File: src/rtl/uart_alu_interface_pkg.sv
// Shared state encoding and ALU opcode constants for the UART/ALU sequencer.
package uart_alu_interface_pkg;

    typedef enum logic [2:0] {
        ST_WAIT_A  = 3'd0,
        ST_WAIT_B  = 3'd1,
        ST_WAIT_OP = 3'd2,
        ST_EXEC    = 3'd3,
        ST_SEND    = 3'd4,
        ST_WAIT_TX = 3'd5
    } state_t;

    localparam logic [5:0] OP_ADD = 6'b100000;
    localparam logic [5:0] OP_SUB = 6'b100010;
    localparam logic [5:0] OP_AND = 6'b100100;
    localparam logic [5:0] OP_OR  = 6'b100101;
    localparam logic [5:0] OP_XOR = 6'b100110;
    localparam logic [5:0] OP_SRA = 6'b000011;
    localparam logic [5:0] OP_SRL = 6'b000010;
    localparam logic [5:0] OP_NOR = 6'b100111;

endpackage

File: src/rtl/uart_alu_interface_if.sv
// Signal bundle between the sequencer (slave) and the UART/ALU side (master).
interface uart_alu_interface_if #(
    parameter int NB_DATA   = 8,
    parameter int NB_OPCODE = 6
);
    logic                 i_tick;
    logic                 i_rx_done;
    logic [NB_DATA-1:0]   i_rx_data;
    logic                 i_tx_done;
    logic [NB_DATA-1:0]   i_alu_result;
    logic [NB_DATA-1:0]   o_alu_data_a;
    logic [NB_DATA-1:0]   o_alu_data_b;
    logic [NB_OPCODE-1:0] o_alu_opcode;
    logic                 o_tx_start;
    logic [NB_DATA-1:0]   o_tx_data;
    logic                 o_busy;
    logic                 o_error;

    modport slave (
        input  i_tick, i_rx_done, i_rx_data, i_tx_done, i_alu_result,
        output o_alu_data_a, o_alu_data_b, o_alu_opcode,
        output o_tx_start, o_tx_data, o_busy, o_error
    );

    modport master (
        output i_tick, i_rx_done, i_rx_data, i_tx_done, i_alu_result,
        input  o_alu_data_a, o_alu_data_b, o_alu_opcode,
        input  o_tx_start, o_tx_data, o_busy, o_error
    );
endinterface

File: src/rtl/uart_alu_interface.sv
// Frame sequencer: A, B, opcode bytes -> ALU -> UART transmit.
// Define INTERFACE_TIMEOUT_EN to abort partial frames after TIMEOUT_TICKS ticks.
module uart_alu_interface
    import uart_alu_interface_pkg::*;
#(
    parameter int          NB_DATA       = 8,
    parameter int          NB_OPCODE     = 6,
    parameter int unsigned TIMEOUT_TICKS = 1024
) (
    input  logic clk,
    input  logic rst_n,
    uart_alu_interface_if.slave bus
);

    state_t               state;
    logic [NB_DATA-1:0]   data_a;
    logic [NB_DATA-1:0]   data_b;
    logic [NB_DATA-1:0]   tx_data;
    logic [NB_OPCODE-1:0] opcode;
    logic                 tx_start;
    logic                 error;
    logic                 timeout;

`ifdef INTERFACE_TIMEOUT_EN
    logic [15:0] tmo_cnt;
    logic        waiting;

    assign waiting = (state == ST_WAIT_B) || (state == ST_WAIT_OP);
    assign timeout = waiting && (tmo_cnt == 16'(TIMEOUT_TICKS));

    // Held at zero outside a partial frame, so WAIT_A entry always sees a clear count
    always_ff @(posedge clk or negedge rst_n) begin
        if (!rst_n) begin
            tmo_cnt <= '0;
        end else if (!waiting || bus.i_rx_done || timeout) begin
            tmo_cnt <= '0;
        end else if (bus.i_tick) begin
            tmo_cnt <= tmo_cnt + 16'd1;
        end
    end
`else
    logic unused_cfg;

    assign timeout    = 1'b0;
    assign unused_cfg = bus.i_tick ^ TIMEOUT_TICKS[0];
`endif

    always_ff @(posedge clk or negedge rst_n) begin
        if (!rst_n) begin
            state    <= ST_WAIT_A;
            data_a   <= '0;
            data_b   <= '0;
            opcode   <= '0;
            tx_data  <= '0;
            tx_start <= 1'b0;
            error    <= 1'b0;
        end else begin
            tx_start <= 1'b0;
            error    <= 1'b0;
            unique case (state)
                ST_WAIT_A: begin
                    if (bus.i_rx_done) begin
                        data_a <= bus.i_rx_data;
                        state  <= ST_WAIT_B;
                    end
                end
                ST_WAIT_B: begin
                    if (bus.i_rx_done) begin
                        data_b <= bus.i_rx_data;
                        state  <= ST_WAIT_OP;
                    end else if (timeout) begin
                        error <= 1'b1;
                        state <= ST_WAIT_A;
                    end
                end
                ST_WAIT_OP: begin
                    if (bus.i_rx_done) begin
                        opcode <= bus.i_rx_data[NB_OPCODE-1:0];
                        state  <= ST_EXEC;
                    end else if (timeout) begin
                        error <= 1'b1;
                        state <= ST_WAIT_A;
                    end
                end
                ST_EXEC: begin
                    // Start is raised here so it is visible during SEND
                    tx_data  <= bus.i_alu_result;
                    tx_start <= 1'b1;
                    state    <= ST_SEND;
                end
                ST_SEND: begin
                    state <= ST_WAIT_TX;
                end
                ST_WAIT_TX: begin
                    if (bus.i_tx_done) begin
                        state <= ST_WAIT_A;
                    end
                end
                default: begin
                    state <= ST_WAIT_A;
                end
            endcase
        end
    end

    assign bus.o_alu_data_a = data_a;
    assign bus.o_alu_data_b = data_b;
    assign bus.o_alu_opcode = opcode;
    assign bus.o_tx_data    = tx_data;
    assign bus.o_tx_start   = tx_start;
    assign bus.o_error      = error;
    assign bus.o_busy       = (state != ST_WAIT_A);

endmodule

File: src/flat_wrapper.sv
// flat-port wrapper written by rule: the top's interface ports become plain ports
module uart_alu_interface_flat import uart_alu_interface_pkg::*;
#(
    parameter int          NB_DATA       = 8,
    parameter int          NB_OPCODE     = 6,
    parameter int unsigned TIMEOUT_TICKS = 1024
)
  (clk, rst_n, bus_i_tick, bus_i_rx_done, bus_i_rx_data, bus_i_tx_done, bus_i_alu_result, bus_o_alu_data_a, bus_o_alu_data_b, bus_o_alu_opcode, bus_o_tx_start, bus_o_tx_data, bus_o_busy, bus_o_error);
  uart_alu_interface_if #(.NB_DATA(NB_DATA), .NB_OPCODE(NB_OPCODE)) bus_i ();
  input  logic clk;
  input  logic rst_n;
  input wire logic [$bits(bus_i.i_tick)-1:0] bus_i_tick;
  input wire logic [$bits(bus_i.i_rx_done)-1:0] bus_i_rx_done;
  input wire logic [$bits(bus_i.i_rx_data)-1:0] bus_i_rx_data;
  input wire logic [$bits(bus_i.i_tx_done)-1:0] bus_i_tx_done;
  input wire logic [$bits(bus_i.i_alu_result)-1:0] bus_i_alu_result;
  output wire logic [$bits(bus_i.o_alu_data_a)-1:0] bus_o_alu_data_a;
  output wire logic [$bits(bus_i.o_alu_data_b)-1:0] bus_o_alu_data_b;
  output wire logic [$bits(bus_i.o_alu_opcode)-1:0] bus_o_alu_opcode;
  output wire logic [$bits(bus_i.o_tx_start)-1:0] bus_o_tx_start;
  output wire logic [$bits(bus_i.o_tx_data)-1:0] bus_o_tx_data;
  output wire logic [$bits(bus_i.o_busy)-1:0] bus_o_busy;
  output wire logic [$bits(bus_i.o_error)-1:0] bus_o_error;
  assign bus_i.i_tick = bus_i_tick;
  assign bus_i.i_rx_done = bus_i_rx_done;
  assign bus_i.i_rx_data = bus_i_rx_data;
  assign bus_i.i_tx_done = bus_i_tx_done;
  assign bus_i.i_alu_result = bus_i_alu_result;
  assign bus_o_alu_data_a = bus_i.o_alu_data_a;
  assign bus_o_alu_data_b = bus_i.o_alu_data_b;
  assign bus_o_alu_opcode = bus_i.o_alu_opcode;
  assign bus_o_tx_start = bus_i.o_tx_start;
  assign bus_o_tx_data = bus_i.o_tx_data;
  assign bus_o_busy = bus_i.o_busy;
  assign bus_o_error = bus_i.o_error;
  uart_alu_interface #(.NB_DATA(NB_DATA), .NB_OPCODE(NB_OPCODE), .TIMEOUT_TICKS(TIMEOUT_TICKS)) u_core (.clk(clk), .rst_n(rst_n), .bus(bus_i));
endmodule
File: config.mk
export PLATFORM = sky130hd
export DESIGN_NAME = uart_alu_interface_flat
export DESIGN_NICKNAME = d
export VERILOG_FILES = /design/src/rtl/uart_alu_interface_pkg.sv /design/src/rtl/uart_alu_interface_if.sv /design/src/rtl/uart_alu_interface.sv /design/src/flat_wrapper.sv
export SDC_FILE = /design/constraint.sdc
export NUM_CORES = 1
export LEC_CHECK = 0
export ABC_CLOCK_PERIOD_IN_PS = 1770
export BUFFER_PORTS_ARGS = -buffer_cell sky130_fd_sc_hd__buf_2
export CAP_MARGIN = 10
export CORE_AREA = 5 5 80 82
export DETAILED_ROUTE_END_ITERATION = 12
export DIE_AREA = 0 0 85 87
export PLACE_DENSITY = 0.53
export SLEW_MARGIN = 15
export SYNTH_ARGS = -nofsm -noshare
export SYNTH_HDL_FRONTEND = slang
export SYNTH_SLANG_ARGS = --single-unit
File: constraint.sdc
create_clock -name clk -period 1.77 [get_ports clk]
set_input_delay 0.177 -clock clk [delete_from_list [all_inputs] [get_ports clk]]
set_output_delay 0.177 -clock clk [all_outputs]
set_load 0.02 [all_outputs]
Word level (Yosys, flattened, before mapping)

Cells that the tools add are included.

Eq/ne operators: 9
Mux-type cells: 6
Reduce and logical (&&, ||, !) cells: 6

Operators with widths:

| cell               | count |
|---|---|
| $pmux 3 s6         | 1 |
| $mux 3             | 4 |
| $ne 2x2->1 const B | 4 |
| $eq 3x2->1 const B | 2 |
| $eq 3x3->1 const B | 2 |
| $reduce_and 2->1   | 3 |
| $reduce_and 4->1   | 1 |
| $eq 3x1->1 const B | 1 |
| $logic_not 3->1    | 1 |
| $reduce_bool 3->1  | 1 |
| $mux 1             | 1 |

Register bits: 34
Word-level logic and storage cells: 27

Depth between registers and ports, before layout

Word-level depth: 3
Depth in mapped cells: 4
Depth with buffers taken out: 3

Least setup slack after synthesis

Ideal clock, no wire load.

Path kind: flip-flop to flip-flop
Start point: reg u_core.state[2]
End point: reg u_core.data_a[0], in the netlist u_core.bus.o_alu_data_a[0]
Arrival time: 1.209 ns
Required time: 1.645 ns
Setup slack: 0.436 ns
Cell stages (with the launch flop): 4
Path through: dfrtp_1 > nand2b_4 > nor3_4 > mux2_2

Cells in the longest elaborated chain, start to end: 2

Ends and longest elaborated chain:

| element                           | RTL line                 | RTL |
|---|---|---|
| start, declared                   | uart_alu_interface.sv:15 | `state_t state;` |
| start signal, assigned            | uart_alu_interface.sv:50 | `state <= ST_WAIT_A;` |
| start signal, assigned            | uart_alu_interface.sv:64 | `state <= ST_WAIT_B;` |
| start signal, assigned            | uart_alu_interface.sv:70 | `state <= ST_WAIT_OP;` |
| $logic_not 3->1                   | uart_alu_interface.sv:60 | `unique case (state)` |
| $reduce_and 2->1 (no source line) | -                        |  |
| end signal, assigned              | uart_alu_interface.sv:63 | `data_a <= bus.i_rx_data;` |
| end, declared                     | uart_alu_interface.sv:16 | `logic [NB_DATA-1:0] data_a;` |

Every way passes these cells.
A chain may end at the register's enable or synchronous reset.

Worst setup path after layout

Same ends and word-level chain as after synthesis.

==> impl_metrics.toml <==
[place]
pre_cts_slack_ns = 0.231
dp.cells = 210
hpwlAfterDp_um = 2290
port_buffers = 51
gp_congestion = 0.688

[sta]
slew_viol_final = 0
finalSetupViolations = 0
relSlewSlack = 0.504
finClkSkew_ns = 0.00356
fin_setup_tns_ns = 0
max_freq_mhz = 651
hold_slack_ns = 0.130
worst_slew_pin_slew_ns = 0.744
post-route-min-period_ns = 1.54
hold_violations = 0
rsz0062_at_grt = "false"
final.period_utilization = 0.868
setup_ws_ns = 0.233

[power_and_ir_drop]
total_leakage_power_nw = 0.833
vdd_drop_max_mv = 0.708
cellPowerDensity_mw_per_mm2 = 2020

[grt]
grt_pass1_vias = 1027
antenna_found_initial = 0
grt_use_total = 0.0905
overflow = 0
grt_pass1_wl_um = 5060
grt_max_degree = 35

[cells_and_area]
final_common_cell = "buf_2"
drive_above_1_share = 0.650
utilization = 0.312
stdcell_count = 218
final_cell_mix = "buf_2, dfrtp_1, mux2_2"
antenna_cells = 0
area_delta_synth_final_pct = 31.9
fin_nets = 164

[hold_path]
min_from = "bus_i_alu_result[3]"
hold_class = "in -> reg"
hold_path_depth = 2

[die]
initial_utilization = 0.237
die_area_mm2 = 0.00740
ios = 54
chipHeight_um = 87
rows = 28
core-area_mm2 = 0.00568
fp.dieW_um = 85

[routing]
post_drt_wl_per_cell_um = 13.4
antenna_left = 0
drt-pass1-iter-count = 2
drt_iter0_markers = 15
drc = 0
totalWireLength_um = 2930
routed_via_density = 3.97
via_count = 866

[critical_path]
crit_path_end_kind = "flip-flop"
setup.worst_path.class = "reg -> reg"
crit_fanout = 8
cp.required_ns = 1.93
r2r_cells = 3
crit_start = "u_core.state[2]"
start_kind = "flip-flop"
crit_arrival_ns = 1.70
r2r_start = "u_core.state[2]"

[logic_synthesis]
netlist_area_mm2 = 0.00134
synth_seq_cells = 34
yosys_warnings = 0
synth_nets = 107
synth_top_area_frac = 0.634
yosysTopAreaCell = "dfrtp_1"
yosys-top-cells-area = "dfrtp_1, mux2_2, nor2_4"
syn_inst = 86
synth.avg_cell_area_um2 = 15.6
synth.distinct_cells = 18
synth-seq-area-share = 0.634

[clock_network]
cts_tree = "yes"
post_cts_buffers = 0
clk_path_buf_depth = 2
worstSkewPairLatency_ns = 0.28
cts-root-buf = "clkbuf_8"
h-tree-depth = 2
clk_pin_slew_worst_paths_ns = 0.07
cts_inserted_buffers = 5
cts.repair.resized = 0
clock-sinks = 34

[run_status]
status = "finished, final reports clean"

[flow_run]
drv_cap = 0
==> stage by stage <==
| stage | instance area, um2 | total power [mW] |
|---|---|---|
| after floorplan | 1340 | 2.53 |
| after global placement | 1680 | 3.06 |
| after detailed placement | 1680 | 3.12 |
| after CTS | 1770 | 3.66 |
| after global routing | 1770 | 3.82 |
| final | 1770 | 3.58 |
==> flip-flops by register name (all words and copies together) (netlist names) <==
signal                   cells
u_core.state                 3
u_core.bus.o_alu_data_b      8
u_core.bus.o_tx_data         8
u_core.bus.o_tx_start        1
u_core.bus.o_alu_opcode      6
u_core.bus.o_alu_data_a      8
==> cell families after synthesis <==
logic type      Yosys count  synth area share
simple gates             14            0.0848
compound gates            3            0.0112
buf+inv                   4            0.0158
other cells               1           0.00279
flops                    34             0.634
mux                      30             0.252
==> final timing paths <==
| kind | endpoint | slack (ns) |
|---|---|---|
| min in group asynchronous | u_core.bus.o_alu_opcode[2] | 0.50 |
| setup reg to reg | u_core.bus.o_alu_data_a[0] | 0.23 |
| hold / removal | u_core.bus.o_tx_data[3] | 0.13 |
| setup / recovery | u_core.bus.o_alu_data_a[0] | 0.23 |
| max in group asynchronous | u_core.bus.o_tx_data[5] | 0.80 |
| hold reg to reg | u_core.bus.o_alu_data_a[4] | 0.50 |
==> worst max-delay path, cell delays in order, from the launching register on <==
cell and delay [ns]:
dfrtp_1 0.43, nand2b_4 0.20, nor3_4 0.39, mux2_2 0.39
==> cell usage after synthesis <==
library cell	n
conb_1	1
inv_1	1
nor2_1	1
nand2b_1	3
dfrtp_1	34
a21oi_1	2
nor3_4	1
o21ai_0	1
mux2_2	30
nor2_4	2
and2_1	1
or3_1	2
nor3_1	1
buf_4	1
nand3b_1	2
clkbuf_2	1
nand2b_4	1
buf_2	1
==> timing repair <==
| action | 4_1_cts | 5_1_grt |
|---|---|---|
| hold endpoints to repair | 34 | 0 |
| endpoints found under the setup margin | 0 | 0 |
| hold buffers | 1 | 0 |
==> report_power, final <==
part	internal (mW)	total [mW]	leakage, nW	switching, mW
logic	0.730	1.65	0.383	0.925
registers	1.17	1.41	0.406	0.232
clock network	0.263	0.515	0.0438	0.252
==> routing by layer <==
layer | vias to the layer above | track usage | part of all wire
met2 | 23 | 0.158 | 0.55
met1 | 427 | 0.0932 | 0.37
li1 | 409 | - | -
met5 | - | 0 | 0
met4 | 0 | 0.0647 | 0.029
met3 | 7 | 0.0246 | 0.052
==> cell type report <==
type                       instances  area, um2
fill                             596       3910
sequential                        34        851
multi-input combinational         48        470
timing repair buffer              53        273
tap                               75       93.8
clock buffer                       5       68.8
clock inverter                     2       10.0
inverter                           1       3.75
No activity file was read; power rests on OpenSTA's default activity.
